File: src/rtl/sd_spi_master.sv
// SPI-mode master for microSD cards: power-up clocking, then full-duplex
// DATA_W-bit transfers with programmable slow/fast SCLK dividers.
module sd_spi_master #(
    parameter int unsigned DATA_W      = 8,
    parameter int unsigned DIV_SLOW    = 125,
    parameter int unsigned DIV_FAST    = 2,
    parameter int unsigned INIT_CYCLES = 80
) (
    input  logic              CLK50,
    input  logic              RST,
    input  logic              W_STB,
    input  logic [DATA_W-1:0] W_DATA,
    input  logic              FAST,
    input  logic              CS_HOLD,
    input  logic              REINIT,
    output logic              BUSY,
    output logic              INIT_DONE,
    output logic              R_VALID,
    output logic [DATA_W-1:0] R_DATA,
    output logic              MOSI,
    input  logic              MISO,
    output logic              SCLK,
    output logic              CS
);

    localparam int unsigned DIV_MAX  = (DIV_SLOW > DIV_FAST) ? DIV_SLOW : DIV_FAST;
    localparam int unsigned CW       = $clog2(DIV_MAX + 1);
    localparam int unsigned EDGE_MAX = (2 * INIT_CYCLES > 2 * DATA_W) ? 2 * INIT_CYCLES : 2 * DATA_W;
    localparam int unsigned EW       = $clog2(EDGE_MAX + 1);

    typedef enum logic [1:0] {
        ST_INIT = 2'd0,
        ST_IDLE = 2'd1,
        ST_XFER = 2'd2
    } state_t;

    state_t            state;
    logic [CW-1:0]     div_cnt;
    logic [EW-1:0]     edge_cnt;
    logic [DATA_W-1:0] tx_sh;
    logic [DATA_W-1:0] rx_sh;
    logic              fast_q;
    logic [CW-1:0]     div_lim_c;
    logic              half_c;

    // Fast divider applies only to a transfer started with FAST=1; init is always slow.
    assign div_lim_c = (state == ST_XFER && fast_q) ? CW'(DIV_FAST - 1) : CW'(DIV_SLOW - 1);
    assign half_c    = (div_cnt == div_lim_c);

    always_ff @(posedge CLK50) begin
        if (RST) begin
            state     <= ST_INIT;
            div_cnt   <= '0;
            edge_cnt  <= '0;
            tx_sh     <= '0;
            rx_sh     <= '0;
            fast_q    <= 1'b0;
            SCLK      <= 1'b0;
            CS        <= 1'b1;
            MOSI      <= 1'b1;
            R_DATA    <= '0;
            R_VALID   <= 1'b0;
            BUSY      <= 1'b1;
            INIT_DONE <= 1'b0;
        end else begin
            R_VALID <= 1'b0;
            case (state)
                ST_INIT: begin
                    if (half_c) begin
                        div_cnt <= '0;
                        SCLK    <= ~SCLK;
                        if (edge_cnt == EW'(2 * INIT_CYCLES - 1)) begin
                            edge_cnt  <= '0;
                            state     <= ST_IDLE;
                            INIT_DONE <= 1'b1;
                            BUSY      <= 1'b0;
                        end else begin
                            edge_cnt <= edge_cnt + EW'(1);
                        end
                    end else begin
                        div_cnt <= div_cnt + CW'(1);
                    end
                end
                ST_IDLE: begin
                    if (REINIT) begin
                        state     <= ST_INIT;
                        CS        <= 1'b1;
                        MOSI      <= 1'b1;
                        SCLK      <= 1'b0;
                        INIT_DONE <= 1'b0;
                        BUSY      <= 1'b1;
                        div_cnt   <= '0;
                        edge_cnt  <= '0;
                    end else if (W_STB) begin
                        state    <= ST_XFER;
                        BUSY     <= 1'b1;
                        CS       <= 1'b0;
                        SCLK     <= 1'b0;
                        MOSI     <= W_DATA[DATA_W-1];
                        tx_sh    <= {W_DATA[DATA_W-2:0], 1'b1};
                        fast_q   <= FAST;
                        div_cnt  <= '0;
                        edge_cnt <= '0;
                    end
                end
                ST_XFER: begin
                    if (half_c) begin
                        div_cnt <= '0;
                        if (!SCLK) begin
                            SCLK     <= 1'b1;
                            rx_sh    <= {rx_sh[DATA_W-2:0], MISO};
                            edge_cnt <= edge_cnt + EW'(1);
                        end else begin
                            SCLK <= 1'b0;
                            // Last falling edge completes the word and returns to idle.
                            if (edge_cnt == EW'(2 * DATA_W - 1)) begin
                                edge_cnt <= '0;
                                R_DATA   <= rx_sh;
                                R_VALID  <= 1'b1;
                                BUSY     <= 1'b0;
                                MOSI     <= 1'b1;
                                CS       <= ~CS_HOLD;
                                state    <= ST_IDLE;
                            end else begin
                                MOSI     <= tx_sh[DATA_W-1];
                                tx_sh    <= {tx_sh[DATA_W-2:0], 1'b1};
                                edge_cnt <= edge_cnt + EW'(1);
                            end
                        end
                    end else begin
                        div_cnt <= div_cnt + CW'(1);
                    end
                end
                default: state <= ST_INIT;
            endcase
        end
    end

endmodule

File: config.mk
export PLATFORM = sky130hd
export DESIGN_NAME = sd_spi_master
export DESIGN_NICKNAME = d
export VERILOG_FILES = /design/src/rtl/sd_spi_master.sv
export SDC_FILE = /design/constraint.sdc
export NUM_CORES = 1
export LEC_CHECK = 0
export CAP_MARGIN = 25
export CORE_MARGIN = 2
export CORE_UTILIZATION = 35
export DETAILED_ROUTE_END_ITERATION = 8
export GPL_TIMING_DRIVEN = 0
export HOLD_SLACK_MARGIN = 0.12
export PLACE_DENSITY = 0.56
export SLEW_MARGIN = 40
export SYNTH_ARGS = -nofsm -noshare
export SYNTH_HDL_FRONTEND = slang
export SYNTH_SLANG_ARGS = --single-unit
File: constraint.sdc
create_clock -name CLK50 -period 3.1 [get_ports CLK50]
set_clock_uncertainty 0.2 [all_clocks]
set_input_delay 0.31 -clock CLK50 [delete_from_list [all_inputs] [get_ports CLK50]]
set_output_delay 0.31 -clock CLK50 [all_outputs]
set_load 0.05 [all_outputs]
Yosys cells after proc, flatten, opt, wreduce, memory -nomap -nowiden
Index checks and enable logic that the tools add are counted.

storage, ports and cells
  word-level logic and storage cells = 111
  input port bits = 15
  output and inout bits = 14
  bits in registers = 48

cells by class
  bitwise operators = 5
  multiplexer cells = 57
  add/subtract/negate cells = 2
  reduce and logical (&&, ||, !) cells = 19
  equality and inequality tests = 15

operator list
  kind                                                 number
  two-way mux 8 bit                                    12
  two-way mux 7 bit                                    4
  two-way mux 1 bit                                    25
  case mux 8 bit (3 select lines)                      1
  != test 2 bit, second input constant                 8
  case mux 8 bit (2 select lines)                      1
  AND reduction 4 bit                                  4
  two-way mux 2 bit                                    7
  case mux 7 bit (2 select lines)                      1
  AND reduction 6 bit                                  2
  adder 8 x 1 -> 8 bit, second input constant          1
  equality test 8 x 4 -> 1 bit, second input constant  1
  equality test 8 bit, second input constant           1
  adder 7 x 1 -> 7 bit, second input constant          1
  equality test 7 bit                                  1
  AND reduction 7 bit                                  1
  case mux 1 bit (2 select lines)                      3
  case mux 1 bit (3 select lines)                      2
  case mux 2 bit (3 select lines)                      1
  AND reduction 3 bit                                  2
  nonzero test 2 bit                                   3
  NOT 1 bit                                            5
  AND reduction 5 bit                                  1
  OR reduction 4 bit                                   1
  other kinds (9)                                      9

Longest topological paths before layout
Gate-level depths: netlist of the first run.

  word-level depth = 6
  gate-level depth with buffers = 9
  mapped depth without buffers = 8

Worst setup path before layout of the first run
No wires, ideal clock.

  path kind = flip-flop to flip-flop
  start point = register edge_cnt[0]
  end point = register BUSY
  clock period less this slack = 2493 ps
  cell stages (with the launch flop) = 8
  library setup time = 122 ps
  arrival time = 2171 ps
  buffers on the path = 0
  slack = 607 ps
  cell sequence = dfxtp_1 -> ha_1 -> nand4b_1 -> nor4_2 -> o2111ai_2 -> a221oi_4 -> a21boi_1 -> a311o_1

on the way
  cells in the longest elaborated chain, start to end = 3
  elaborated cells on any way between the ends = 5

RTL lines
  what                                                                        RTL line  source
  start, declared                                                             39        logic [EW-1:0] edge_cnt;
  start signal, assigned                                                      78        edge_cnt <= edge_cnt + EW'(1);
  start signal, assigned                                                      112       edge_cnt <= edge_cnt + EW'(1);
  start signal, assigned                                                      127       edge_cnt <= edge_cnt + EW'(1);
  equality test 8 bit / equality test 8 x 4 -> 1 bit (equally long branches)  72, 116
  != test 2 bit (no line) / != test 2 x 1 -> 1 bit (equally long branches)    n/a
  AND reduction 7 bit (no line) *                                             n/a
  end signal, assigned                                                        76        BUSY <= 1'b0;
  end signal, assigned                                                        91        BUSY <= 1'b1;
  end signal, assigned                                                        96        BUSY <= 1'b1;
  end, declared                                                               16        output logic BUSY,

Mark *: on every way between the ends. The rest lies on a longest branch, timed or not.
A chain may end at the register's enable or synchronous reset.

Worst setup path in the final report of the first run
  start point = register state[0]
  end point = register edge_cnt[7]

on the way
  cells in the longest elaborated chain, start to end = 6
  elaborated cells on any way between the ends = 12

RTL lines
  what                           RTL line  source
  start, declared                37        state_t state;
  start signal, assigned         52        state <= ST_INIT;
  start signal, assigned         74        state <= ST_IDLE;
  start signal, assigned         86        state <= ST_INIT;
  equality test 2 bit            47, 67
  logical AND 1 bit              47        assign div_lim_c = (state == ST_XFER && fast_q) ? CW'(DIV_FAST - 1) : CW'(DIV_SLOW - 1);
  two-way mux 7 bit              47
  equality test 7 bit            48        assign half_c = (div_cnt == div_lim_c);
  != test 2 bit (no line)        n/a
  AND reduction 4 bit (no line)  n/a

Parallel ways exist; a longest one is shown, timed or not.

==> metrics, run 1 <==
status finished, final reports clean; DR DRC count 0; pin slew with the least headroom to its limit 0.643 ns; largest net degree at the start of global routing 17; hold crit path type register to register; Setup Fix Bufs, Post-CTS 0; Detail Route Antenna Nets 0; setup violators final 0; Synth area leader dfxtp_1; post-synthesis sequential area ratio 0.420; chip height 84.8 um; io pins 29; Die Wd 84.8 um; Clock Power Share 0.365; first-pass GRT wire length 8490 um; number of diodes 0; via count 1847; Overall Global Routing Usage 0.147; post_cts resized 0; Root Driver clkbuf_8; via-per-instance ratio 5.16; drt first pass iters 4; Post-Route WL 4940 um; Post-layout nets 301; most used flip-flop cell after synthesis dfxtp_1; Starting Density 0.360; clock latency at the later pin of the worst-skew pair 0.31 ns; Critical Path AT 2.82 ns; leakage 0.892 nW; gpl congestion 0.771; Post-synth EDFFs 0; Tcrit/Tclk final 0.898; gr ovfl total 0; clock sink count 48; Switching Share 0.246; post-synth cell types 51; CP Launch Type register; synthesized netlist cell count 245; commonest non-fill, non-tap cell in the layout dfxtp_1; fin cells 358; slew margin rel. 0.570; CP Capture Type register; largest cells by area after synthesis dfxtp_1, mux2i_1, nor2_1; Clock Pin Slew Worst Setup and Hold Paths 0.10 ns; RSZ-0062 raised after global routing no; Setup Total Neg Slack 0 ns; CTS tree done; Core ar. 6350 sq um; CP Max Fanout 8; min Tclk post-route 2.78 ns; sw power 0.264 mW; wire length per cell 13.8 um; Num CTS Buffers 5; ys async rst share 0; full die area 7190 sq um; initial drt markers 60; Mapped Nets 266; Port Buf Inserts 28; DP Cell Count 350; HPWL after DPL 3500 um; clk buf depth 2; Peak VDD IR 211 uV; share of layout cells above drive strength 1 0.0819; class of the most critical setup path register to register; Area growth, synth to finish 20.9%; post-synth top area share 0.420; Ys Warns 0; Synth Register Bits 48; sequential power share 0.584; Comb power frac 0.051; # hold bufs at CTS 0; Slew Limit Fails 0; cell internal pwr 0.808 mW; Final Hold Viols 0; Data required, critical path 3.14 ns; H-Tree Depth 2; post-synthesis average cell area 9.33 sq um; Placement Rows 29; vias in the first global route 1787; Mapped Area 2290 sq um; commonest cells after routing, fill and taps aside dfxtp_1, nor2_1, clkdlybuf4s50_1; max cap viols 0; Pwr Density 388 nW/um^2; initial antenna violation count 0; Max Fclk 359 MHz
[area by class of cell]
class                      count  area [sq um]
sequential                    48           961
tap                           77          96.3
buffer                         7          28.8
clock inverter                 3          23.8
inverter                       5          18.8
fill                         612          3590
clock buffer                   5          68.8
timing repair buffer          28           280
multi-input combinational    185          1290
[final timing paths]
path	from	endpoint	slack [ns]	depth (start not counted)
worst max register to register	state[0]	edge_cnt[7]	0.32	8
worst min register to register	fast_q	fast_q	0.27	2
worst min-delay path	fast_q	fast_q	0.27	2
worst max-delay path	state[0]	edge_cnt[7]	0.32	8
[per-layer routing]
metal	global-route usage	part of all wire	up-vias
li1	-	-	954
met4	0.0606	0.019	0
met5	0	0	-
met2	0.214	0.44	28
met1	0.211	0.51	858
met3	0.0302	0.030	7
[stage by stage]
stage	power (mW)	setup WS (ns)	utilization	hold slack, ns	cell area, sq um
after floorplan	0.665	0.607	-	0.237	2290
after global placement	0.695	0.235	0.419	0.254	2660
after detailed placement	0.696	0.232	0.419	0.252	2660
after CTS	1.09	0.213	0.434	0.271	2760
after global routing	1.12	0.102	0.435	0.298	2760
final	1.07	0.317	0.435	0.269	2760
[synth_stat cells (2+ instances only)]
library cell,n
xnor2_1,2
inv_1,5
nor3_1,2
or4_1,3
buf_2,2
o21ai_1,2
mux2i_1,21
a21oi_1,13
xor2_1,3
a221o_1,7
nor2b_1,3
a211o_1,2
nand3_1,7
or3_1,2
nor2_1,38
clkbuf_1,5
and2_1,8
nand2_1,15
dfxtp_1,48
o21ai_0,10
ha_1,6
and4_1,3
o211ai_1,2
nand4_1,3
nand2b_1,7
[power by group through the flow]
stage	combinational, mW	clock (mW)	sequential [mW]
after detailed placement	0.0548	0	0.641
after floorplan	0.0214	0	0.644
after CTS	0.0551	0.408	0.627
after global placement	0.0547	0	0.640
final	0.0544	0.391	0.626
after global routing	0.0596	0.431	0.627
[critical path: stages (launching register included)]
cell and delay, ns:
dfxtp_1 0.39, inv_1 0.08, ha_1 0.30, nand2_1 0.17, nor4b_2 0.38, o21a_2 0.32, o211ai_1 0.24, or4_1 0.48
a21oi_1 0.15
[sequential cells by signal, summed over array words and instances, names as in the netlist]
name       cells
MOSI           1
SCLK           1
BUSY           1
INIT_DONE      1
state          2
R_VALID        1
CS             1
div_cnt        7
edge_cnt       8
R_DATA         8
fast_q         1
tx_sh          8
rx_sh          8
[cells by family after synthesis]
group,after synthesis,synth area share
simple gates,105,0.260
fa+ha+maj,6,0.0328
mux,22,0.0969
buf+inv,12,0.0208
flops,48,0.420
xor+xnor,5,0.0192
compound gates,47,0.150
(Power assumes the default switching activity.)
==> inputs of run 2 (changes only) <==
--- a/config.mk
+++ b/config.mk
@@ -12,7 +12,6 @@
 export GPL_TIMING_DRIVEN = 0
 export HOLD_SLACK_MARGIN = 0.12
 export PLACE_DENSITY = 0.56
-export SLEW_MARGIN = 40
 export SYNTH_ARGS = -nofsm -noshare
 export SYNTH_HDL_FRONTEND = slang
 export SYNTH_SLANG_ARGS = --single-unit
==> results of run 2 <==
No change in the layout: final DEF, timing and power equal those of run 1.
